File: config.mk
export PLATFORM = sky130hd
export DESIGN_NAME = kuznechik_apb_master
export DESIGN_NICKNAME = d
export VERILOG_FILES = /design/src/rtl/kuznechik_apb_master.sv
export SDC_FILE = /design/constraint.sdc
export NUM_CORES = 1
export LEC_CHECK = 0
export BUFFER_PORTS_ARGS = -buffer_cell sky130_fd_sc_hd__buf_4
export CELL_PAD_IN_SITES_DETAIL_PLACEMENT = 0
export CELL_PAD_IN_SITES_GLOBAL_PLACEMENT = 1
export CORE_MARGIN = 3
export CORE_UTILIZATION = 44
export CTS_CLUSTER_SIZE = 30
export DETAILED_ROUTE_END_ITERATION = 8
export PLACE_DENSITY_LB_ADDON = 0.1
export SLEW_MARGIN = 10
export SYNTH_ARGS = -nofsm -noshare
export SYNTH_HDL_FRONTEND = slang
export SYNTH_SLANG_ARGS = --single-unit
File: constraint.sdc
create_clock -name clk_i -period 4.2 [get_ports clk_i]
set_clock_uncertainty 0.05 [all_clocks]
set_input_delay 0 -clock clk_i [delete_from_list [all_inputs] [get_ports clk_i]]
set_output_delay 0 -clock clk_i [all_outputs]
set_load 0.01 [all_outputs]
File: src/rtl/kuznechik_apb_master.sv
// rtl/kuznechik_apb_master.sv - APB initiator running one Kuznechik block encryption per command
// Optional: define KUZ_APB_MASTER_TIMEOUT_EN to abort VALID polling after POLL_TIMEOUT reads.

module kuznechik_apb_master #(
   parameter int                        APB_ADDR_WIDTH = 12,
   parameter int                        APB_DATA_WIDTH = 32,
   parameter logic [APB_ADDR_WIDTH-1:0] BASE_ADDR      = '0,
   parameter int                        POLL_TIMEOUT   = 1024
) (
   input  logic                      clk_i,
   input  logic                      rstn_i,
   input  logic                      cmd_valid_i,
   output logic                      cmd_ready_o,
   input  logic [127:0]              cmd_data_i,
   output logic                      res_valid_o,
   input  logic                      res_ready_i,
   output logic [127:0]              res_data_o,
   output logic                      res_err_o,
   output logic                      busy_o,
   output logic [APB_ADDR_WIDTH-1:0] apb_paddr_o,
   output logic [APB_DATA_WIDTH-1:0] apb_pwdata_o,
   output logic                      apb_pwrite_o,
   output logic                      apb_psel_o,
   output logic                      apb_penable_o,
   input  logic [APB_DATA_WIDTH-1:0] apb_prdata_i,
   input  logic                      apb_pready_i,
   input  logic                      apb_pslverr_i
);

   localparam logic [2:0] S_IDLE = 3'd0;
   localparam logic [2:0] S_INIT = 3'd1;
   localparam logic [2:0] S_LOAD = 3'd2;
   localparam logic [2:0] S_REQ  = 3'd3;
   localparam logic [2:0] S_POLL = 3'd4;
   localparam logic [2:0] S_READ = 3'd5;
   localparam logic [2:0] S_ACK  = 3'd6;
   localparam logic [2:0] S_DONE = 3'd7;

   if (APB_DATA_WIDTH != 32 || POLL_TIMEOUT < 1) begin : g_bad_cfg
      $error("kuznechik_apb_master: APB_DATA_WIDTH must be 32 and POLL_TIMEOUT at least 1");
   end

   logic [2:0]   state;
   logic [1:0]   word;
   logic         init_done;
   logic [127:0] blk;
   logic [7:0]   nxt_off;
   logic         nxt_write;
   logic [31:0]  nxt_wdata;

`ifdef KUZ_APB_MASTER_TIMEOUT_EN
   localparam int PCW = $clog2(POLL_TIMEOUT + 1);
   logic [PCW-1:0] poll_cnt;
`endif

   // Register offset and payload of the transfer belonging to the current step.
   always_comb begin
      nxt_off   = 8'h00;
      nxt_write = 1'b0;
      nxt_wdata = 32'h0;
      case (state)
         S_INIT: begin
            nxt_write = 1'b1;
            nxt_wdata = 32'h1;
         end
         S_LOAD: begin
            nxt_off   = 8'h14 + {4'h0, word, 2'b00};
            nxt_write = 1'b1;
            nxt_wdata = blk[{word, 5'b0} +: 32];
         end
         S_REQ: begin
            nxt_off   = 8'h04;
            nxt_write = 1'b1;
            nxt_wdata = 32'h1;
         end
         S_POLL: nxt_off = 8'h0C;
         S_READ: nxt_off = 8'h24 + {4'h0, word, 2'b00};
         S_ACK: begin
            nxt_off   = 8'h08;
            nxt_write = 1'b1;
            nxt_wdata = 32'h1;
         end
         default: ;
      endcase
   end

   always_ff @(posedge clk_i or negedge rstn_i) begin
      if (!rstn_i) begin
         state         <= S_IDLE;
         word          <= 2'd0;
         init_done     <= 1'b0;
         blk           <= '0;
         cmd_ready_o   <= 1'b1;
         res_valid_o   <= 1'b0;
         res_data_o    <= '0;
         res_err_o     <= 1'b0;
         busy_o        <= 1'b0;
         apb_paddr_o   <= '0;
         apb_pwdata_o  <= '0;
         apb_pwrite_o  <= 1'b0;
         apb_psel_o    <= 1'b0;
         apb_penable_o <= 1'b0;
`ifdef KUZ_APB_MASTER_TIMEOUT_EN
         poll_cnt      <= '0;
`endif
      end else begin
         case (state)
            S_IDLE: begin
               if (cmd_valid_i && cmd_ready_o) begin
                  blk         <= cmd_data_i;
                  word        <= 2'd0;
                  cmd_ready_o <= 1'b0;
                  busy_o      <= 1'b1;
                  state       <= init_done ? S_LOAD : S_INIT;
`ifdef KUZ_APB_MASTER_TIMEOUT_EN
                  poll_cnt    <= '0;
`endif
               end
            end
            S_DONE: begin
               if (res_ready_i) begin
                  res_valid_o <= 1'b0;
                  res_err_o   <= 1'b0;
                  cmd_ready_o <= 1'b1;
                  state       <= S_IDLE;
               end
            end
            default: begin
               // One transfer per step: idle -> SETUP -> ACCESS (until pready) -> idle.
               if (!apb_psel_o) begin
                  apb_psel_o   <= 1'b1;
                  apb_paddr_o  <= BASE_ADDR + APB_ADDR_WIDTH'(nxt_off);
                  apb_pwrite_o <= nxt_write;
                  apb_pwdata_o <= nxt_wdata;
               end else if (!apb_penable_o) begin
                  apb_penable_o <= 1'b1;
               end else if (apb_pready_i) begin
                  apb_psel_o    <= 1'b0;
                  apb_penable_o <= 1'b0;
                  if (apb_pslverr_i) begin
                     state       <= S_DONE;
                     res_valid_o <= 1'b1;
                     res_err_o   <= 1'b1;
                     busy_o      <= 1'b0;
                     init_done   <= 1'b0;
                  end else begin
                     case (state)
                        S_INIT: begin
                           init_done <= 1'b1;
                           state     <= S_LOAD;
                        end
                        S_LOAD: begin
                           word <= word + 2'd1;
                           if (word == 2'd3) state <= S_REQ;
                        end
                        S_REQ: state <= S_POLL;
                        S_POLL: begin
                           if (apb_prdata_i[0]) begin
                              word  <= 2'd0;
                              state <= S_READ;
                           end
`ifdef KUZ_APB_MASTER_TIMEOUT_EN
                           else if (poll_cnt == PCW'(POLL_TIMEOUT - 1)) begin
                              state       <= S_DONE;
                              res_valid_o <= 1'b1;
                              res_err_o   <= 1'b1;
                              busy_o      <= 1'b0;
                              init_done   <= 1'b0;
                           end else begin
                              poll_cnt <= poll_cnt + 1'b1;
                           end
`endif
                        end
                        S_READ: begin
                           res_data_o[{word, 5'b0} +: 32] <= apb_prdata_i;
                           word <= word + 2'd1;
                           if (word == 2'd3) state <= S_ACK;
                        end
                        S_ACK: begin
                           state       <= S_DONE;
                           res_valid_o <= 1'b1;
                           busy_o      <= 1'b0;
                        end
                        default: ;
                     endcase
                  end
               end
            end
         endcase
      end
   end

endmodule

# Word-level counts from Yosys, hierarchy flattened
# Cells that the tools add are included.
# word_totals
regBits	309
input_bits	166
output_inout_bits	179
word_cells	125
# classes
n_addsub	4
eq_ne	15
shifts	3
mux	51
bitwise_logic	5
reduce_logical	33
# ops
cell	n
128-bit bitwise mux	1
32-bit by 9-bit variable shift with 128-bit output (first input constant)	1
128-bit by 8-bit indexed part select with 32-bit output	1
32-bit by 9-bit indexed part select with 128-bit output	1
32-bit one-hot mux with 2 select lines	1
7-bit one-hot mux with 5 select lines	1
3-bit two-way mux	9
1-bit two-way mux	24
6-bit AND reduction	4
3-bit one-hot mux with 6 select lines	1
2-bit nonzero test	9
3-bit nonzero test	6
2-bit two-way mux	7
3-bit == test (second input constant)	4
5-bit != test (second input constant)	2
7-bit negation with 9-bit output	1
9-bit AND reduction	1
9-bit nonzero test	1
1-bit one-hot mux with 2 select lines	4
2-bit one-hot mux with 2 select lines	2
8-bit AND reduction	1
6-bit by 4-bit adder with 7-bit output (first input constant)	1
5-bit by 4-bit adder with 6-bit output (first input constant)	1
3-bit by 2-bit == test with 1-bit output (second input constant)	2
17 further kinds	25

# Logic depth before layout (Yosys ltp)
# depth
word_depth	8
mapped_depth	8
depth_no_buf	6

# Worst setup path before layout
# OpenSTA, ideal clock, no wires.
# synth_timing
kind	reg2reg
from	reg word[1]
to	reg res_data_o[66]
setup_ps	83
arrival_ps	2305
required_ps	4067
slack_ps	1762
path_stages_with_launch	9
path_buffers	3
period_less_slack_ps	2438
path_cell_list	dfrtp_1 clkbuf_1 clkbuf_1 inv_1 ha_1 nor3b_1 clkbuf_1 nand2_1 o21ai_0
# synth_between
elab_chain_len	3
elab_cells_between_ends	4
classes_between	add/sub (1); shift (2); mux (1)
# synth_lines
item	line_no	source
start: declaration	44	logic [1:0] word;
start signal: assignment	153	word <= word + 2'd1;
start signal: assignment	176	word <= word + 2'd1;
7-bit negation with 9-bit output *	175	res_data_o[{word, 5'b0} +: 32] <= apb_prdata_i;
32-bit by 9-bit indexed part select with 128-bit output or 32-bit by 9-bit variable shift with 128-bit output (tied branches)	175	
128-bit bitwise mux *	175	
end signal: indexed assignment	175	
end: declaration	17	output logic [127:0] res_data_o,
# Every way passes the cells marked *; elsewhere a longest branch is shown, timed or not.
# A chain may end at the register's enable or synchronous reset.

# Final worst setup path
# layout_timing
from	reg word[1]
to	reg res_data_o[62]
# The elaborated chain is that of the path after synthesis.

==> metrics.yaml <==
outcome:
  run_status: "completed"
route:
  firstDrtPassIters: 4
  ant_nets: 0
  routed_wl_um: 35600
  drt-vias-per-instance: 5.04
  vias: 9885
  wl_per_cell_um: 18.1
  drtIter0Drc: 636
  drc_errors: 0
clocking:
  cts_tree: "done"
  post_cts_buffers: 0
  cts.htree.levels: 2
  cts_buffers: 34
  clock_sinks: 305
  root_buffer: "clkbuf_16"
  clockBufferDepth: 3
  cts_resized: 0
  clkTransAtPathRegs_ns: 0.06
  insertion_delay_ns: 0.51
timing:
  tns_ns: 0
  holdWs_ns: 0.0943
  hold_viol: 0
  max-slew-margin-rel_pct: 25.0
  worstMarginPinSlew_ns: 1.12
  fin_crit_ns: 2.83
  slew_violations: 0
  min_period_over_period_pct: 67.3
  finalSetupViolCount: 0
  fmax_mhz: 354
  rsz0062_at_grt: "false"
critical_path:
  critPathRequiredTime_ns: 4.55
  crit_arrival_ns: 3.17
  start_kind: "register"
  worst-path-buf-inv: 2
  crit_chain: "inv_1 > ha_1 > nor3b_4 > buf_4 > nand2_1 > o21ai_1"
  end_kind: "register"
  cp_max_fo: 36
  crit_type: "register to register"
  slowest_stage: "dfrtp_2"
  cpPeakStageDelay_ns: 1.00
  cp_top_family: "flip-flops"
power_and_ir_drop:
  p_sw_share_pct: 31.6
  irDropWorstVdd_mv: 0.410
  p_clk_share_pct: 25.0
  sequentialPowerShare_pct: 41.9
  p_leak_nw: 8.57
  power.density_nw_per_um2: 615
  combPwrFrac_pct: 33.2
  intPower_mw: 7.73
  p_sw_mw: 3.57
logic_synthesis:
  ys_warn_count: 0
  synth_area_leaders: "dfrtp_1 59%, mux2_2 10%, nand2_1 7.9%, mux4_2 5.6%, o21ai_0 4.5%"
  avgSynthCellArea_um2: 11.9
  synthFlopType: "dfrtp_1"
  synth_top_area_share_pct: 59.0
  synth_edf_count: 0
  ys_ff_latch: 305
  synth_common_cells: "304 x dfrtp_1, 273 x nand2_1, 118 x mux2_2, 117 x o21ai_0, 35 x clkbuf_1"
  synth.distinct_cells: 47
  yosysSeqAreaShare_pct: 59.2
  synth_most_common_cell: "dfrtp_1"
  syn-cell-area_um2: 12900
  yosysTopAreaCell: "dfrtp_1"
  syn_inst: 1080
  async_flop_share_pct: 100
place:
  io_buffers: 336
  dp_hpwl_um: 22500
  gp_congestion: 0.818
worst_hold_path:
  hold_class: "primary input to asynchronous set/reset pin"
die:
  initial_core_util_pct: 44.8
  rows: 62
  die_w_um: 177
  die_h_um: 177
  core-area_um2: 28800
  die_area_um2: 31400
  ios: 345
grt:
  grt_overflow: 0
  antenna_found_initial: 3
  grt.total_usage_pct: 22.6
  grt_pass1_vias: 10200
  grt_max_degree: 105
  grt_pass1_wl_um: 56600
job:
  drv_cap: 0
layout:
  register_area_um2: 7640
  layout.nets: 1726
  drive_above_1_share_pct: 35.8
  multi_input_area_um2: 4840
  fillers: 2261
  area_growth_pct: 42.4
-- per-stage QoR --
stage	setup WS [ns]	util (%)	std cells	area [µm²]	total power, mW
global placement	1.41	54.5	1738	15700	8.29
finish	1.37	63.8	1961	18400	11.3
detailed placement	1.36	54.5	1738	15700	8.40
CTS	1.34	63.8	1958	18400	11.4
floorplan	1.76	-	1087	12900	6.92
global route	1.11	63.8	1961	18400	12.0
-- sequential cells by signal (all words and copies together), names as in the netlist --
name and flops:
init_done 1, apb_penable_o 1, word 2, state 3
res_valid_o 1, busy_o 1, apb_paddr_o 4, apb_psel_o 1
res_data_o 128, res_err_o 1, blk 128, apb_pwrite_o 1
cmd_ready_o 1, apb_pwdata_o 32
-- area by class of cell --
| cell class | count | area share (%) |
|---|---|---|
| flip-flops and latches | 305 | 41.6 |
| diodes | 3 | 0.0409 |
| clock buffers | 50 | 5.35 |
| inverters | 7 | 0.143 |
| clock inverters | 6 | 0.334 |
| repair buffers | 513 | 23.6 |
| multi-input cells | 693 | 26.4 |
| well taps | 384 | 2.62 |
-- power by group through the flow --
stage	Clock [mW]	Combinational (mW)	Sequential [mW]
5_1_grt	3.01	4.14	4.87
4_1_cts	2.89	3.78	4.72
6_report	2.82	3.75	4.73
3_3_place_gp	0	3.57	4.72
3_5_place_dp	0	3.64	4.76
2_1_floorplan	0	2.28	4.64
-- kinds of logic (layout without fill, tap and decap cells) --
| kind of cell | after synthesis | in the layout | synth area share [%] |
|---|---|---|---|
| AO/OA/AOI/OAI | 198 | 198 | 9.08 |
| XOR/XNOR | 2 | 2 | 0.136 |
| adder cells (fa/ha/maj) | 7 | 7 | 0.660 |
| buffers and inverters | 89 | 576 | 3.74 |
| flip-flops | 305 | 305 | 59.2 |
| multiplexers | 170 | 170 | 17.6 |
| other | 1 | 11 | 0.0291 |
| AND/OR/NAND/NOR | 308 | 308 | 9.61 |
-- worst register-to-register path, delay by kind of cell, from the launching register on --
family | cells | cell delay [ns]
adders and majority gates | 1 | 0.53
DFF | 1 | 1.00
buffers and inverters | 2 | 0.65
AOI/OAI and AO/OA | 1 | 0.15
and+or+nand+nor | 2 | 0.35
-- cells in the final DEF (no fill, tap or decap), types with 2 or more instances in the layout --
cell | Yosys | routed
buf_4 | 11 | 343
dfrtp_1 | 304 | 302
nand2_1 | 273 | 273
dlygate4sd3_1 | 0 | 164
mux2_2 | 118 | 118
o21ai_0 | 117 | 117
clkbuf_16 | 0 | 35
a22o_1 | 33 | 33
mux4_2 | 32 | 32
o21ai_1 | 19 | 19
nor2_1 | 13 | 12
mux2_1 | 12 | 12
clkbuf_1 | 35 | 10
a21oi_1 | 8 | 8
mux2i_1 | 8 | 8
conb_1 | 1 | 8
inv_1 | 6 | 6
o22ai_1 | 6 | 6
ha_1 | 6 | 6
nand2_2 | 5 | 5
clkbuf_8 | 0 | 5
buf_12 | 0 | 5
diode_2 | 0 | 3
or3_1 | 3 | 3
clkinv_2 | 0 | 3
nor2_4 | 0 | 2
nor3_1 | 2 | 2
nor3b_2 | 1 | 2
o211ai_1 | 2 | 2
a21o_1 | 2 | 2
a221oi_1 | 2 | 2
a211oi_1 | 2 | 2
o31ai_1 | 2 | 2
dfrtp_2 | 0 | 2
-- final timing paths --
path | start | to | slack, ns | depth (start not counted)
max | word[1]$_DFFE_PN0P_ | res_data_o[62]$_DFFE_PN0P_ | 1.37 | 6
min | rstn_i | res_data_o[89]$_DFFE_PN0P_ | 0.09 | 2
max reg2reg | word[1]$_DFFE_PN0P_ | res_data_o[62]$_DFFE_PN0P_ | 1.37 | 6
min reg2reg | res_data_o[23]$_DFFE_PN0P_ | res_data_o[23]$_DFFE_PN0P_ | 0.43 | 2
max in group asynchronous | rstn_i | blk[22]$_DFFE_PN0P_ | 2.92 | 3
min in group clk_i | cmd_valid_i | state[0]$_DFFE_PN0P_ | 0.13 | 6
-- what timing repair did --
action | CTS | global route
hold buffers | 164 | 0
setup endpoints to repair | 0 | 0
hold endpoints to repair | 365 | 0
-- metal layers --
layer | share of wire (%) | wire length [µm] | track usage (%)
met1 | 43 | 15300 | 30.5
met4 | 2.2 | 779 | 6.12
met5 | 0 | 0 | 0
met2 | 48 | 17000 | 37.0
met3 | 7.0 | 2500 | 5.08
(Power assumes the default switching activity.)
